--- src/rtl/fir_log_reader_if.sv ---
// fir_log_reader_if
//   Bundles the capture strobes, the readout handshake and the status
//   outputs of fir_log_reader. Clock and reset stay outside as plain ports.
//   slave  : view used by fir_log_reader (capture/readout engine)
//   master : view used by whatever drives the logger (generator side / sink)
//   Signals:
//     i_enable, i_data   sample strobe and signed sample
//     i_run, i_stop      start / abort capture
//     i_read_start       start readout
//     i_ready            downstream ready
//     o_data, o_valid    readout sample and its valid
//     o_count            number of samples logged
//     o_busy, o_done     status (CAPTURE/READ, DONE)
interface fir_log_reader_if #(
  parameter int NB_DATA = 8,
  parameter int NB_ADDR = 5
);
  logic                      i_enable;
  logic signed [NB_DATA-1:0] i_data;
  logic                      i_run;
  logic                      i_stop;
  logic                      i_read_start;
  logic                      i_ready;
  logic signed [NB_DATA-1:0] o_data;
  logic                      o_valid;
  logic [NB_ADDR:0]          o_count;
  logic                      o_busy;
  logic                      o_done;

  modport slave (
    input  i_enable, i_data, i_run, i_stop, i_read_start, i_ready,
    output o_data, o_valid, o_count, o_busy, o_done
  );

  modport master (
    output i_enable, i_data, i_run, i_stop, i_read_start, i_ready,
    input  o_data, o_valid, o_count, o_busy, o_done
  );
endinterface

--- src/rtl/fir_log_reader.sv ---
// fir_log_reader
//   Captures up to 2**NB_ADDR signed samples from a generator/FIR chain into
//   a register log, then streams them out in write order over a
//   valid/ready handshake. States: IDLE, CAPTURE, DONE, READ.
//   Ports:
//     i_clock  system clock, rising edge
//     i_reset  asynchronous active-low reset
//     bus      fir_log_reader_if.slave (strobes, readout handshake, status)
module fir_log_reader #(
  parameter int NB_DATA = 8,
  parameter int NB_ADDR = 5
) (
  input  logic              i_clock,
  input  logic              i_reset,
  fir_log_reader_if.slave   bus
);

  localparam int DEPTH = 2**NB_ADDR;
  localparam logic [NB_ADDR:0] LAST_C = (NB_ADDR+1)'(DEPTH - 1);

  typedef enum logic [1:0] {IDLE, CAPTURE, DONE, READ} state_t;

  state_t                    state_q, state_d;
  // count_q doubles as the write pointer; the extra bit lets it reach DEPTH
  // without wrapping.
  logic [NB_ADDR:0]          count_q, count_d;
  logic [NB_ADDR:0]          rptr_q, rptr_d;
  logic                      valid_q, valid_d;
  logic signed [NB_DATA-1:0] data_q, data_d;
  logic                      we;

  logic signed [NB_DATA-1:0] log_mem [DEPTH];

  always_comb begin
    state_d = state_q;
    count_d = count_q;
    rptr_d  = rptr_q;
    valid_d = valid_q;
    data_d  = data_q;
    we      = 1'b0;
    unique case (state_q)
      IDLE: begin
        if (bus.i_run) begin
          state_d = CAPTURE;
          count_d = '0;
        end
      end
      CAPTURE: begin
        // Stop beats a simultaneous sample.
        if (bus.i_stop) begin
          state_d = DONE;
        end else if (bus.i_enable) begin
          we      = 1'b1;
          count_d = count_q + 1'b1;
          if (count_q == LAST_C) state_d = DONE;
        end
      end
      DONE: begin
        // Restart has priority over readout.
        if (bus.i_run) begin
          state_d = CAPTURE;
          count_d = '0;
        end else if (bus.i_read_start) begin
          state_d = READ;
          rptr_d  = '0;
        end
      end
      READ: begin
        // Output register is free when empty or being consumed this cycle.
        if (!valid_q || bus.i_ready) begin
          if (rptr_q < count_q) begin
            data_d  = log_mem[rptr_q[NB_ADDR-1:0]];
            valid_d = 1'b1;
            rptr_d  = rptr_q + 1'b1;
          end else begin
            valid_d = 1'b0;
            state_d = DONE;
          end
        end
      end
      default: state_d = IDLE;
    endcase
  end

  always_ff @(posedge i_clock or negedge i_reset) begin
    if (!i_reset) begin
      state_q <= IDLE;
      count_q <= '0;
      rptr_q  <= '0;
      valid_q <= 1'b0;
      data_q  <= '0;
    end else begin
      state_q <= state_d;
      count_q <= count_d;
      rptr_q  <= rptr_d;
      valid_q <= valid_d;
      data_q  <= data_d;
    end
  end

  // Log storage carries no reset; entries are rewritten before being read.
  always_ff @(posedge i_clock) begin
    if (we) log_mem[count_q[NB_ADDR-1:0]] <= bus.i_data;
  end

  assign bus.o_data  = data_q;
  assign bus.o_valid = valid_q;
  assign bus.o_count = count_q;
  assign bus.o_busy  = (state_q == CAPTURE) || (state_q == READ);
  assign bus.o_done  = (state_q == DONE);

endmodule

--- src/flat_wrapper.sv ---
// flat-port wrapper written by rule: the top's interface ports become plain ports
module fir_log_reader_flat 
#(
  parameter int NB_DATA = 8,
  parameter int NB_ADDR = 5
)
  (i_clock, i_reset, bus_i_enable, bus_i_data, bus_i_run, bus_i_stop, bus_i_read_start, bus_i_ready, bus_o_data, bus_o_valid, bus_o_count, bus_o_busy, bus_o_done);
  fir_log_reader_if #(.NB_DATA(NB_DATA), .NB_ADDR(NB_ADDR)) bus_i ();
  input  logic i_clock;
  input  logic i_reset;
  input wire logic [$bits(bus_i.i_enable)-1:0] bus_i_enable;
  input wire logic [$bits(bus_i.i_data)-1:0] bus_i_data;
  input wire logic [$bits(bus_i.i_run)-1:0] bus_i_run;
  input wire logic [$bits(bus_i.i_stop)-1:0] bus_i_stop;
  input wire logic [$bits(bus_i.i_read_start)-1:0] bus_i_read_start;
  input wire logic [$bits(bus_i.i_ready)-1:0] bus_i_ready;
  output wire logic [$bits(bus_i.o_data)-1:0] bus_o_data;
  output wire logic [$bits(bus_i.o_valid)-1:0] bus_o_valid;
  output wire logic [$bits(bus_i.o_count)-1:0] bus_o_count;
  output wire logic [$bits(bus_i.o_busy)-1:0] bus_o_busy;
  output wire logic [$bits(bus_i.o_done)-1:0] bus_o_done;
  assign bus_i.i_enable = bus_i_enable;
  assign bus_i.i_data = bus_i_data;
  assign bus_i.i_run = bus_i_run;
  assign bus_i.i_stop = bus_i_stop;
  assign bus_i.i_read_start = bus_i_read_start;
  assign bus_i.i_ready = bus_i_ready;
  assign bus_o_data = bus_i.o_data;
  assign bus_o_valid = bus_i.o_valid;
  assign bus_o_count = bus_i.o_count;
  assign bus_o_busy = bus_i.o_busy;
  assign bus_o_done = bus_i.o_done;
  fir_log_reader #(.NB_DATA(NB_DATA), .NB_ADDR(NB_ADDR)) u_core (.i_clock(i_clock), .i_reset(i_reset), .bus(bus_i));
endmodule
--- config.mk ---
export PLATFORM = sky130hd
export DESIGN_NAME = fir_log_reader_flat
export DESIGN_NICKNAME = d
export VERILOG_FILES = /design/src/rtl/fir_log_reader_if.sv /design/src/rtl/fir_log_reader.sv /design/src/flat_wrapper.sv
export SDC_FILE = /design/constraint.sdc
export NUM_CORES = 1
export LEC_CHECK = 0
export BUFFER_PORTS_ARGS = -buffer_cell sky130_fd_sc_hd__buf_2
export CAP_MARGIN = 20
export CELL_PAD_IN_SITES_DETAIL_PLACEMENT = 1
export CELL_PAD_IN_SITES_GLOBAL_PLACEMENT = 1
export CORE_ASPECT_RATIO = 0.75
export CORE_UTILIZATION = 30
export CTS_CLUSTER_SIZE = 20
export DETAILED_ROUTE_END_ITERATION = 7
export MAX_ROUTING_LAYER = met4
export PLACE_DENSITY = 0.61
export SYNTH_ARGS = -nofsm -noshare
export SYNTH_HDL_FRONTEND = slang
export SYNTH_SLANG_ARGS = --single-unit
--- constraint.sdc ---
create_clock -name i_clock -period 2.18 [get_ports i_clock]
set_input_delay 0.327 -clock i_clock [delete_from_list [all_inputs] [get_ports i_clock]]
set_output_delay 0.327 -clock i_clock [all_outputs]
set_load 0.005 [all_outputs]
### Word level (Yosys, flattened, before mapping)

Memory sizes are Yosys's and may differ from the RTL's. A register that Yosys moved wholly into a read port is not among the register bits.
Cells that the tools add are included.

| storage, ports and cells | value |
|---|---|
| bits of input ports | 15 |
| output and inout bits | 17 |
| logic and storage cells | 61 |
| memories kept | 1 |
| register bits | 15 |
| memory bits (writable) | 256 |

Memories:

| memory | depth | bits a word | rd ports | clocked after memory_dff | write ports | RTL line | text |
|---|---|---|---|---|---|---|---|
| u_core.log_mem | 32 | 8 | 1 | 1 | 1 | fir_log_reader.sv:32 | `logic signed [NB_DATA-1:0] log_mem [DEPTH];` |

| cells by class | value |
|---|---|
| muxes and demuxes | 24 |
| $add $sub $neg | 2 |
| equal/unequal tests | 16 |
| $lt $le $gt $ge | 1 |
| reductions and logical operators | 13 |

Operator list:

| cell | count |
|---|---|
| $mux W6 | 7 |
| $pmux W6 S2 | 2 |
| $mux W2 | 8 |
| $add A6 B1 Y6 const B | 2 |
| $ne A2 B2 Y1 const B | 6 |
| $pmux W2 S4 | 1 |
| $eq A6 B5 Y1 const B | 1 |
| $lt A6 B6 Y1 | 1 |
| $mux W1 | 6 |
| $ne A2 B1 Y1 const B | 3 |
| $ne A3 B3 Y1 const B | 2 |
| $reduce_and A6 Y1 | 1 |
| $reduce_and A5 Y1 | 1 |
| $eq A2 B2 Y1 const B | 2 |
| $reduce_and A4 Y1 | 1 |
| $reduce_bool A2 Y1 | 2 |
| $ne A3 B2 Y1 const B | 1 |
| $reduce_and A3 Y1 | 1 |
| $eq A2 B1 Y1 const B | 1 |
| $logic_not A1 Y1 | 2 |
| $logic_not A2 Y1 | 1 |
| $logic_or A1 B1 Y1 | 2 |
| $reduce_and A2 Y1 | 1 |
| $reduce_or A2 Y1 | 1 |

### Depth between registers and ports, before layout

Gate-level depths: netlist of run 1.

| logic depth | value |
|---|---|
| depth in word-level cells | 5 |
| mapped depth | 9 |

### Worst setup path before layout of run 1

No wires, ideal clock.

| timing path | value |
|---|---|
| kind | register to register |
| start point | reg u_core.count_q[3] (netlist: u_core.bus.o_count[3]) |
| end point | reg u_core.data_q[1] (netlist: u_core.bus.o_data[1]), read port of u_core.log_mem |
| period minus slack after synthesis | 2.436 ns |
| arrival | 2.311 ns |
| slack | -0.256 ns |
| stages on the path, launching flop included | 9 |
| setup time | 0.125 ns |
| required time | 2.055 ns |
| path buffers | 2 |
| cells stage by stage | dfrtp_1 > clkbuf_1 > inv_1 > ha_1 > a2111oi_2 > o21ai_1 > a21oi_2 > buf_4 > mux2_2 |

| on the way | value |
|---|---|
| word-level cells in the longest chain between the ends | 2 |

RTL lines:

| item | RTL line | text |
|---|---|---|
| start, declared | fir_log_reader.sv:26 | `logic [NB_ADDR:0] count_q, count_d;` |
| start signal, assigned | fir_log_reader.sv:94 | `count_q <= count_d;` |
| $lt A6 B6 Y1 | fir_log_reader.sv:71 | `if (rptr_q < count_q) begin` |
| $reduce_and A3 Y1 (no line) | n/a |  |
| end, declared | fir_log_reader.sv:29 | `logic signed [NB_DATA-1:0] data_q, data_d;` |

No other way between the ends.
A chain may end at the register's enable or synchronous reset.

### Worst setup path after layout of run 1

| timing path | value |
|---|---|
| start point | reg u_core.rptr_q[0] |
| end point | reg u_core.data_q[1] (netlist: u_core.bus.o_data[1]), read port of u_core.log_mem |

| on the way | value |
|---|---|
| word-level cells in the longest chain between the ends | 2 |

RTL lines:

| item | RTL line | text |
|---|---|---|
| start, declared | fir_log_reader.sv:27 | `logic [NB_ADDR:0] rptr_q, rptr_d;` |
| start signal, assigned | fir_log_reader.sv:95 | `rptr_q <= rptr_d;` |
| $lt A6 B6 Y1 | fir_log_reader.sv:71 |  |
| $reduce_and A3 Y1 (no line) | n/a |  |

Several ways; a longest one is shown, not always the timed one.

==> metrics.cfg, run 1 <==
[critical_path]
critPathTopFamily = multiplexers
worst-r2r-cell-count = 5
end_kind = flop
path_class = reg -> reg
crit_required_ns = 2.62
worst-path-buf-inv = 1
arrival_ns = 2.54
setup.worst_path.start_class = flop
worstPathMaxFanout = 19
r2r_slack_ns = 0.08
worst_path_max_delay_cell = mux4_2
rr_endpoint = u_core.bus.o_data[1]
worst_path_largest_cell_delay_ns = 0.56
rr_startpoint = u_core.rptr_q[0]
path_cells = buf_12 > mux4_2 > o22ai_1 > nor4_1 > mux2_2

[timing]
drv_slew = 0
worst_slack_ns = 0.0770
setup_viol = 0
rsz0062_at_grt = false
relSlewSlack_pct = 53.8
fin_crit_ns = 2.10
skew_ns = 0.0102
finalHoldViolCount = 0
min_period_over_period_pct = 96.5
whs_ns = 0.0869
max_clock_freq_ghz = 0.476
finalSetupTns_ns = 0
tightestPinTransition_ns = 0.693

[routing]
drt_wl_total_um = 26700
num_vias = 5586
antenna_left = 0
drcViolationCount = 0
drtPass1Iterations = 5
wl_per_cell_um = 23.4
vias_per_cell = 4.90
drt_iter0_drc = 378

[layout]
layout_common_cells = 256 x edfxtp_1, 64 x mux4_2, 55 x buf_4
nets = 678
diodes = 0
final_common_cell = edfxtp_1
area_growth_pct = 19.3
drive_above_1_share_pct = 32.9

[pwr]
static-leakage-power_nw = 4.27
irDropWorstVdd_v = 0.000709
p_per_area_mw_per_mm2 = 1070

[status]
status = completed

[min_path]
hold-path-endpoint = u_core.state_q[0]
hp-start = bus_i_read_start
holdPathStages = 3
hold_path_class = in -> reg

[flow_run]
cap_violations = 0

[logic_synthesis]
synth_seq_cells = 279
synthesis.nets = 579
yosysWarnings = 0
ys_seq_area_share_pct = 75.0
synth_area_leaders = edfxtp_1 70%, mux4_2 13%, dfrtp_1 5.2%
synth_top_cell_by_area = edfxtp_1
yosys.area.top_type_share_pct = 69.8
syn-instance-count = 554
syn_area_mm2 = 0.0110
avgSynthCellArea_um2 = 19.9
yosys.cell_types.count = 43

[die]
rows = 60
start_util_pct = 30.6
die_y_um = 168
core_area_mm2 = 0.0360
chipWidth_um = 223
num_io_pins = 32
dieArea_mm2 = 0.0375

[placement]
dp_hpwl_um = 17600
io_buffers = 31
pre_cts_ws_ns = -0.0240
gp_congestion = 0.811

[clock_network]
cts_made_buffers = 28
insertion_delay_ns = 0.55
cts_tree = yes
htree_levels = 1
clk_pin_slew_worst_paths_ns = 0.06
postCtsSetupRepairBufs = 0
clk_path_buf_depth = 3
cts-root-buf = clkbuf_16
cts.sinks = 279

[global_route]
antenna_found_initial = 0
grt_use_total_pct = 15.0
grt_max_degree = 33
grt_pass1_wl_um = 40200
grt_overflow_total = 0
grt_pass1_vias = 6094

flip-flops by register name, summed over array words and instances, names as in the netlist:
name and cells:
u_core.bus.o_data 8, u_core.bus.o_valid 1, u_core.state_q 2, u_core.bus.o_count 6, u_core.log_mem 256, u_core.rptr_q 6
through the flow:
step                area (um2)  util [%]  total power, W  cells
finish                   13100      36.5          0.0140   1139
global route             13100      36.5          0.0146   1139
CTS                      13100      36.4          0.0142   1139
detailed placement       12200      33.8         0.00937   1087
global placement         12200      33.8         0.00929   1087
floorplan                11100         -         0.00833    554
synthesized netlist by cell type, drive strengths merged:
library cell	number
edfxtp	256
mux4	64
nor2	47
o22ai	29
dfrtp	23
buf	14
nand2	13
clkbuf	12
nand3	12
inv	11
ha	10
mux2	8
nor4	7
mux2i	6
xnor2	6
nand2b	4
a2111oi	3
a21oi	3
o21ai	3
or3	3
nand4	2
nor3	2
o31ai	2
a211oi	1
a21o	1
a22o	1
a31oi	1
a41oi	1
and2	1
and4	1
and4b	1
nand3b	1
nor2b	1
nor3b	1
nor4bb	1
o211ai	1
or2	1
per-layer routing:
layer	part of all wire [%]	vias up	global-route usage, %	wire, um
li1	-	2458	-	-
met3	6.6	38	2.32	1760
met5	0	-	-	0
met4	1.8	0	3.25	491
met2	46	130	22.6	12400
met1	45	2960	21.5	12100
layout make-up:
class / count / area, um2
Fill cell: 3604 / 22900
Sequential cell: 279 / 8270
Multi-Input combinational cell: 238 / 2600
Clock buffer: 40 / 817
Timing Repair Buffer: 95 / 729
Tap cell: 465 / 582
Clock inverter: 11 / 100
Inverter: 11 / 46.3
power breakdown:
part	switching [W]	internal, W	leakage, nW
clock	0.00198	0.00282	0.454
combinational	0.00147	0.00154	1.22
sequential	0.000203	0.00601	2.59
total	0.00366	0.0104	4.27
logic make-up after synthesis:
| kind of cell | count (synthesis) | share of synthesized area (%) |
|---|---|---|
| adders and majority gates | 10 | 1.14 |
| and+or+nand+nor | 98 | 4.16 |
| buffers and inverters | 37 | 1.95 |
| AOI/OAI and AO/OA | 46 | 2.83 |
| DFF | 279 | 75.0 |
| muxes | 78 | 14.4 |
| xor gates and xnor gates | 6 | 0.477 |
how the worst max path moves through the flow:
stage                          startpoint  cells after the start                   end
floorplan           u_core.bus.o_count[3]                      8  u_core.bus.o_data[1]
global placement    u_core.bus.o_count[3]                      7  u_core.bus.o_data[1]
detailed placement  u_core.bus.o_count[3]                      7  u_core.bus.o_data[1]
CTS                 u_core.bus.o_count[3]                      7  u_core.bus.o_data[6]
global route             u_core.rptr_q[0]                      6  u_core.bus.o_data[1]
finish                   u_core.rptr_q[0]                      5  u_core.bus.o_data[1]
tightest hold or removal path: cells and delay by family:
kind / cells / cell delay, ns
AND/OR/NAND/NOR: 2 / 0.16
buffers and inverters: 1 / 0.12
what timing repair did:
item,CTS,global route
hold endpoints to repair,23,0
pin swaps,0,0
resized for setup,1,8
endpoints found under the setup margin,7,154
hold buffers,1,0
No activity file was read; power rests on OpenSTA's default activity.
==> inputs of run 2 (changes only) <==
Settings changed: CORE_MARGIN set to 1.5.
==> metrics.cfg, run 2 (synthesized netlist as in run 1, its figures left out) <==
[status]
status = completed  ; unchanged

[timing]
max_clock_freq_ghz = 0.471  ; was 0.476 GHz
relSlewSlack_pct = 54.2  ; was 53.8%
drv_slew = 0  ; unchanged
min_period_over_period_pct = 97.3  ; was 96.5%
rsz0062_at_grt = false  ; unchanged
finalSetupTns_ns = 0  ; unchanged
finalHoldViolCount = 0  ; unchanged
setup_viol = 0  ; unchanged
tightestPinTransition_ns = 0.687  ; was 0.693 ns
fin_crit_ns = 2.12  ; was 2.10 ns
skew_ns = 0.0110  ; was 0.0102 ns

[layout]
nets = 683  ; was 678
diodes = 0  ; unchanged
drive_above_1_share_pct = 33.5  ; was 32.9%
final_common_cell = edfxtp_1  ; unchanged
area_growth_pct = 18.3  ; was 19.3%
largest_register_ffs = 256  ; unchanged
layout_common_cells = 256 x edfxtp_1, 65 x buf_4, 64 x mux4_2  ; was 256 x edfxtp_1, 64 x mux4_2, 55 x buf_4

[clock_network]
cts_tree = yes  ; unchanged
cts.sinks = 279  ; unchanged
insertion_delay_ns = 0.54  ; was 0.55 ns
clk_pin_slew_worst_paths_ns = 0.07  ; was 0.06 ns
cts-root-buf = clkbuf_16  ; unchanged
cts_made_buffers = 27  ; was 28
htree_levels = 1  ; unchanged
clk_path_buf_depth = 3  ; unchanged

[routing]
antenna_left = 0  ; unchanged
drcViolationCount = 0  ; unchanged
vias_per_cell = 4.87  ; was 4.90
wl_per_cell_um = 23.5  ; was 23.4 um
drtPass1Iterations = 4  ; was 5
drt_iter0_drc = 390  ; was 378
num_vias = 5571  ; was 5586
drt_wl_total_um = 26800  ; was 26700 um

[critical_path]
arrival_ns = 2.54  ; about the same
path_cells = buf_12 > mux4_2 > o22ai_1 > buf_4 > nor4_1 > mux2_2  ; was buf_12 > mux4_2 > o22ai_1 > nor4_1 > mux2_2
worstPathMaxFanout = 14  ; was 19
crit_required_ns = 2.60  ; was 2.62 ns
worst_path_max_delay_cell = dfrtp_4  ; was mux4_2
end_kind = flop  ; unchanged
worst_path_largest_cell_delay_ns = 0.54  ; was 0.56 ns
worst-r2r-cell-count = 6  ; was 5
setup.worst_path.start_class = flop  ; unchanged
path_class = reg -> reg  ; unchanged

[global_route]
grt_overflow_total = 0  ; unchanged
grt_pass1_vias = 6125  ; was 6094
grt_pass1_wl_um = 40700  ; was 40200 um
antenna_found_initial = 0  ; unchanged
grt_use_total_pct = 14.9  ; was 15.0%
grt_max_degree = 33  ; unchanged

[pwr]
p_per_area_mw_per_mm2 = 1040  ; was 1070 mW/mm2
p_switching_w = 0.00366  ; about the same
pwr-share-clk_pct = 31.9  ; was 34.2%
static-leakage-power_nw = 4.23  ; was 4.27 nW
switching_share_pct = 26.9  ; was 26.1%
power.total_w = 0.0136  ; was 0.0140 W
power_frac_seq_pct = 45.7  ; was 44.3%
irDropWorstVdd_v = 0.000697  ; was 0.000709 V
p_int_w = 0.00994  ; was 0.0104 W
power_frac_comb_pct = 22.4  ; was 21.5%

[flow_run]
cap_violations = 0  ; unchanged

[die]
num_io_pins = 32  ; unchanged
start_util_pct = 30.6  ; unchanged
dieArea_mm2 = 0.0379  ; was 0.0375 mm2
core_area_mm2 = 0.0360  ; unchanged
die_y_um = 169  ; was 168 um
chipWidth_um = 224  ; was 223 um
rows = 60  ; unchanged

[min_path]
holdPathStages = 3  ; unchanged
hold_path_class = in -> reg  ; unchanged

[placement]
dp_hpwl_um = 17900  ; was 17600 um
io_buffers = 31  ; unchanged
gp_congestion = 0.798  ; was 0.811

-- run 2: cell types whose count changed in the layout (fill, tap and decap cells not counted), moves of 3 or more --
cell | before | now
buf_12 | 7 | 3
buf_4 | 55 | 65
clkbuf_1 | 6 | 3
clkbuf_8 | 5 | 0
clkinv_1 | 4 | 8
clkinv_2 | 5 | 8
-- run 2: power groups by stage --
stage | logic [W] | registers, W | clock network, W
3_3_place_gp | 0.00291 | 0.00636 | 0
3_5_place_dp | 0.00298 | 0.00637 | 0
6_report | 0.00304 | 0.00622 | 0.00434
4_1_cts | 0.00305 | 0.00624 | 0.00446
2_1_floorplan | 0.00211 | 0.00621 | 0
5_1_grt | 0.00328 | 0.00624 | 0.00465
-- run 2: critical path, delay by kind of cell (launching register included) --
| kind | cells | cell delay, ns |
|---|---|---|
| compound gates | 1 | 0.22 |
| simple gates | 1 | 0.05 |
| flops | 1 | 0.54 |
| buf+inv | 2 | 0.38 |
| mux | 2 | 0.80 |
-- run 2: metal layers --
metal	global-route usage (%)	vias up	part of all wire (%)
met2	22.8	112	47
li1	-	2472	-
met1	20.8	2957	46
met4	2.80	0	1.5
met5	-	-	0
met3	3.09	30	5.4
-- run 2: cell type report --
class | count | area, um2
Clock buffer | 30 | 687
Timing Repair Buffer | 101 | 724
Clock inverter | 19 | 115
Inverter | 11 | 46.3
Multi-Input combinational cell | 238 | 2610
Fill cell | 3586 | 23000
Tap cell | 465 | 582
Sequential cell | 279 | 8270
-- run 2: path summary, 6_finish.rpt --
path,startpoint,endpoint,slack [ns]
max in group asynchronous,i_reset,u_core.rptr_q[0],1.43
min,bus_i_read_start,u_core.state_q[0],0.13
min reg2reg,u_core.bus.o_valid,u_core.bus.o_valid,0.52
max,u_core.rptr_q[0],u_core.bus.o_data[2],0.06
max reg2reg,u_core.rptr_q[0],u_core.bus.o_data[2],0.06
min in group asynchronous,i_reset,u_core.bus.o_count[3],0.32
-- run 2: what timing repair did --
action | in CTS | in global routing
resized for setup | 3 | 8
setup buffers | 1 | 2
setup endpoints to repair | 12 | 181
endpoints found under the hold margin | 23 | 0
hold buffers | 1 | 0
-- run 2: stage by stage --
stage / hold slack (ns) / std cells / utilization (%) / instance area (um2) / setup slack, ns
floorplan: 0.0314 / 554 / - / 11100 / 0.00932
global placement: 0.347 / 1090 / 33.7 / 12100 / -0.0261
detailed placement: 0.353 / 1090 / 33.7 / 12100 / -0.0317
CTS: 0.107 / 1141 / 36.0 / 13000 / 0.0203
global route: 0.129 / 1143 / 36.2 / 13000 / 0.000363
finish: 0.134 / 1143 / 36.2 / 13000 / 0.0580
==> inputs of run 3 (changes only) <==
Clock period 2.18 ns to 1.8 ns, I/O delays scaled along.
==> metrics.cfg, run 3 (synthesized netlist as in run 1, its figures left out) <==
[status]
status = finished with violations  ; was completed
violations = setup timing

[layout]
largest_register_ffs = 256  ; unchanged
layout_common_cells = 256 x edfxtp_1, 64 x mux4_2, 55 x buf_4  ; was 256 x edfxtp_1, 65 x buf_4, 64 x mux4_2
multi_input_area_mm2 = 0.00319  ; was 0.00261 mm2
final_common_cell = edfxtp_1  ; unchanged
diodes = 0  ; unchanged
nets = 728  ; was 683
drive_above_1_share_pct = 47.0  ; was 33.5%
stdcell_count = 1189  ; was 1143
ff_latch_area_mm2 = 0.00827  ; unchanged
area_growth_pct = 32.2  ; was 18.3%
fill_cells = 3463  ; was 3586

[critical_path]
worst-r2r-cell-count = 6  ; unchanged
rr_startpoint = u_core.rptr_q[0]  ; unchanged
r2r_slack_ns = -0.28  ; was 0.06 ns
setup.worst_path.start_class = flop  ; unchanged
worstPathMaxFanout = 5  ; was 14
arrival_ns = 2.50  ; was 2.54 ns
crit_required_ns = 2.22  ; was 2.60 ns
path_class = reg -> reg  ; unchanged
end_kind = flop  ; unchanged
rr_endpoint = u_core.bus.o_data[4]  ; was u_core.bus.o_data[2]

[pwr]
irDropWorstVdd_v = 0.00106  ; was 0.000697 V
static-leakage-power_nw = 4.73  ; was 4.23 nW
power.total_w = 0.0182  ; was 0.0136 W
p_per_area_mw_per_mm2 = 1250  ; was 1040 mW/mm2

[clock_network]
insertion_delay_ns = 0.55  ; was 0.54 ns
cts.sinks = 279  ; unchanged
clk_path_buf_depth = 3  ; unchanged
cts_tree = yes  ; unchanged
clk_pin_slew_worst_paths_ns = 0.06  ; was 0.07 ns
htree_levels = 1  ; unchanged
cts_made_buffers = 27  ; unchanged
cts-root-buf = clkbuf_16  ; unchanged

[min_path]
hold-path-endpoint = u_core.state_q[0]  ; unchanged
hold_path_class = in -> reg  ; unchanged
hp-start = bus_i_read_start  ; unchanged
holdPathStages = 3  ; unchanged

[global_route]
antenna_found_initial = 0  ; unchanged
grt_pass1_wl_um = 43300  ; was 40700 um
grt_max_degree = 33  ; unchanged
grt_pass1_vias = 6334  ; was 6125
grt_overflow_total = 0  ; unchanged
grt_use_total_pct = 16.1  ; was 14.9%

[timing]
whs_ns = 0.0975  ; was 0.134 ns
tightestPinTransition_ns = 0.702  ; was 0.687 ns
finalSetupTns_ns = -3.00  ; was 0 ns
fin_crit_ns = 2.08  ; was 2.12 ns
min_period_over_period_pct = 116  ; was 97.3%
rsz0062_at_grt = true  ; was false
worst_slack_ns = -0.280  ; was 0.0580 ns
finalHoldViolCount = 0  ; unchanged
drv_slew = 0  ; unchanged
relSlewSlack_pct = 53.2  ; was 54.2%
max_clock_freq_ghz = 0.481  ; was 0.471 GHz
setup_viol = 20  ; was 0
skew_ns = 0.0222  ; was 0.0110 ns

[routing]
vias_per_cell = 5.00  ; was 4.87
wl_per_cell_um = 24.4  ; was 23.5 um
drt_iter0_drc = 411  ; was 390
drcViolationCount = 0  ; unchanged
drt_wl_total_um = 29100  ; was 26800 um
drtPass1Iterations = 5  ; was 4
num_vias = 5942  ; was 5571
antenna_left = 0  ; unchanged

[die]
start_util_pct = 30.6  ; unchanged
core_area_mm2 = 0.0360  ; unchanged
rows = 60  ; unchanged
die_y_um = 169  ; unchanged
chipWidth_um = 224  ; unchanged
dieArea_mm2 = 0.0379  ; unchanged
num_io_pins = 32  ; unchanged

[placement]
place_inst = 1111  ; was 1090
gp_congestion = 0.761  ; was 0.798
dp_hpwl_um = 18600  ; was 17900 um
io_buffers = 31  ; unchanged

[flow_run]
cap_violations = 0  ; unchanged

-- run 3: worst max-delay path by stage --
stage                                from                   end  slack [ns]  cells after the start
floorplan           u_core.bus.o_count[3]  u_core.bus.o_data[1]       -0.25                      8
global placement         u_core.rptr_q[0]  u_core.bus.o_data[4]       -0.35                      6
detailed placement       u_core.rptr_q[2]  u_core.bus.o_data[3]       -0.42                      7
CTS                      u_core.rptr_q[0]  u_core.bus.o_data[6]       -0.27                      8
global route             u_core.rptr_q[0]  u_core.bus.o_data[6]       -0.31                      8
finish                   u_core.rptr_q[0]  u_core.bus.o_data[4]       -0.28                      6
-- run 3: through the flow --
step                worst slack, ns  utilization (%)  cell area, um2
global placement             -0.347             35.5           12800
CTS                          -0.268             40.0           14400
detailed placement           -0.418             35.5           12800
global route                 -0.310             40.4           14600
floorplan                    -0.253                -           11200
finish                       -0.280             40.4           14600
-- run 3: power by group --
group | internal, W | switching (W) | total [W]
clock network | 0.00304 | 0.00241 | 0.00545
registers | 0.00728 | 0.000182 | 0.00746
logic | 0.00280 | 0.00249 | 0.00529
-- run 3: what timing repair did --
item                                    in CTS  in global routing
setup buffers                               23                  4
resized for setup                           76                 28
pin swaps                                   18                 38
gates cloned                                 4                  1
endpoints found under the setup margin     272                216
hold buffers                                 1                  0
hold endpoints to repair                    23                  0
-- run 3: layout make-up --
| type | count | area share, % |
|---|---|---|
| repair buffers | 146 | 11.3 |
| well taps | 465 | 4.00 |
| clock buffers | 31 | 4.74 |
| clock inverters | 19 | 0.988 |
| inverters | 11 | 0.318 |
| multi-input cells | 238 | 21.9 |
| flip-flops and latches | 279 | 56.8 |
-- run 3: metal layers --
metal | part of all wire, % | global-route usage [%] | routed length, um | vias to the layer above
met2 | 47 | 24.8 | 13800 | 122
met5 | 0 | - | 0 | -
li1 | - | - | - | 2582
met4 | 1.1 | 2.31 | 307 | 0
met3 | 4.6 | 2.85 | 1330 | 28
met1 | 47 | 23.0 | 13700 | 3210
-- run 3: critical path: stages, from the launching register on --
cell	delay, ns
dfrtp_4	0.50
buf_6	0.14
bufbuf_16	0.27
mux4_2	0.43
o22ai_1	0.26
nor4_1	0.10
mux2_4	0.26
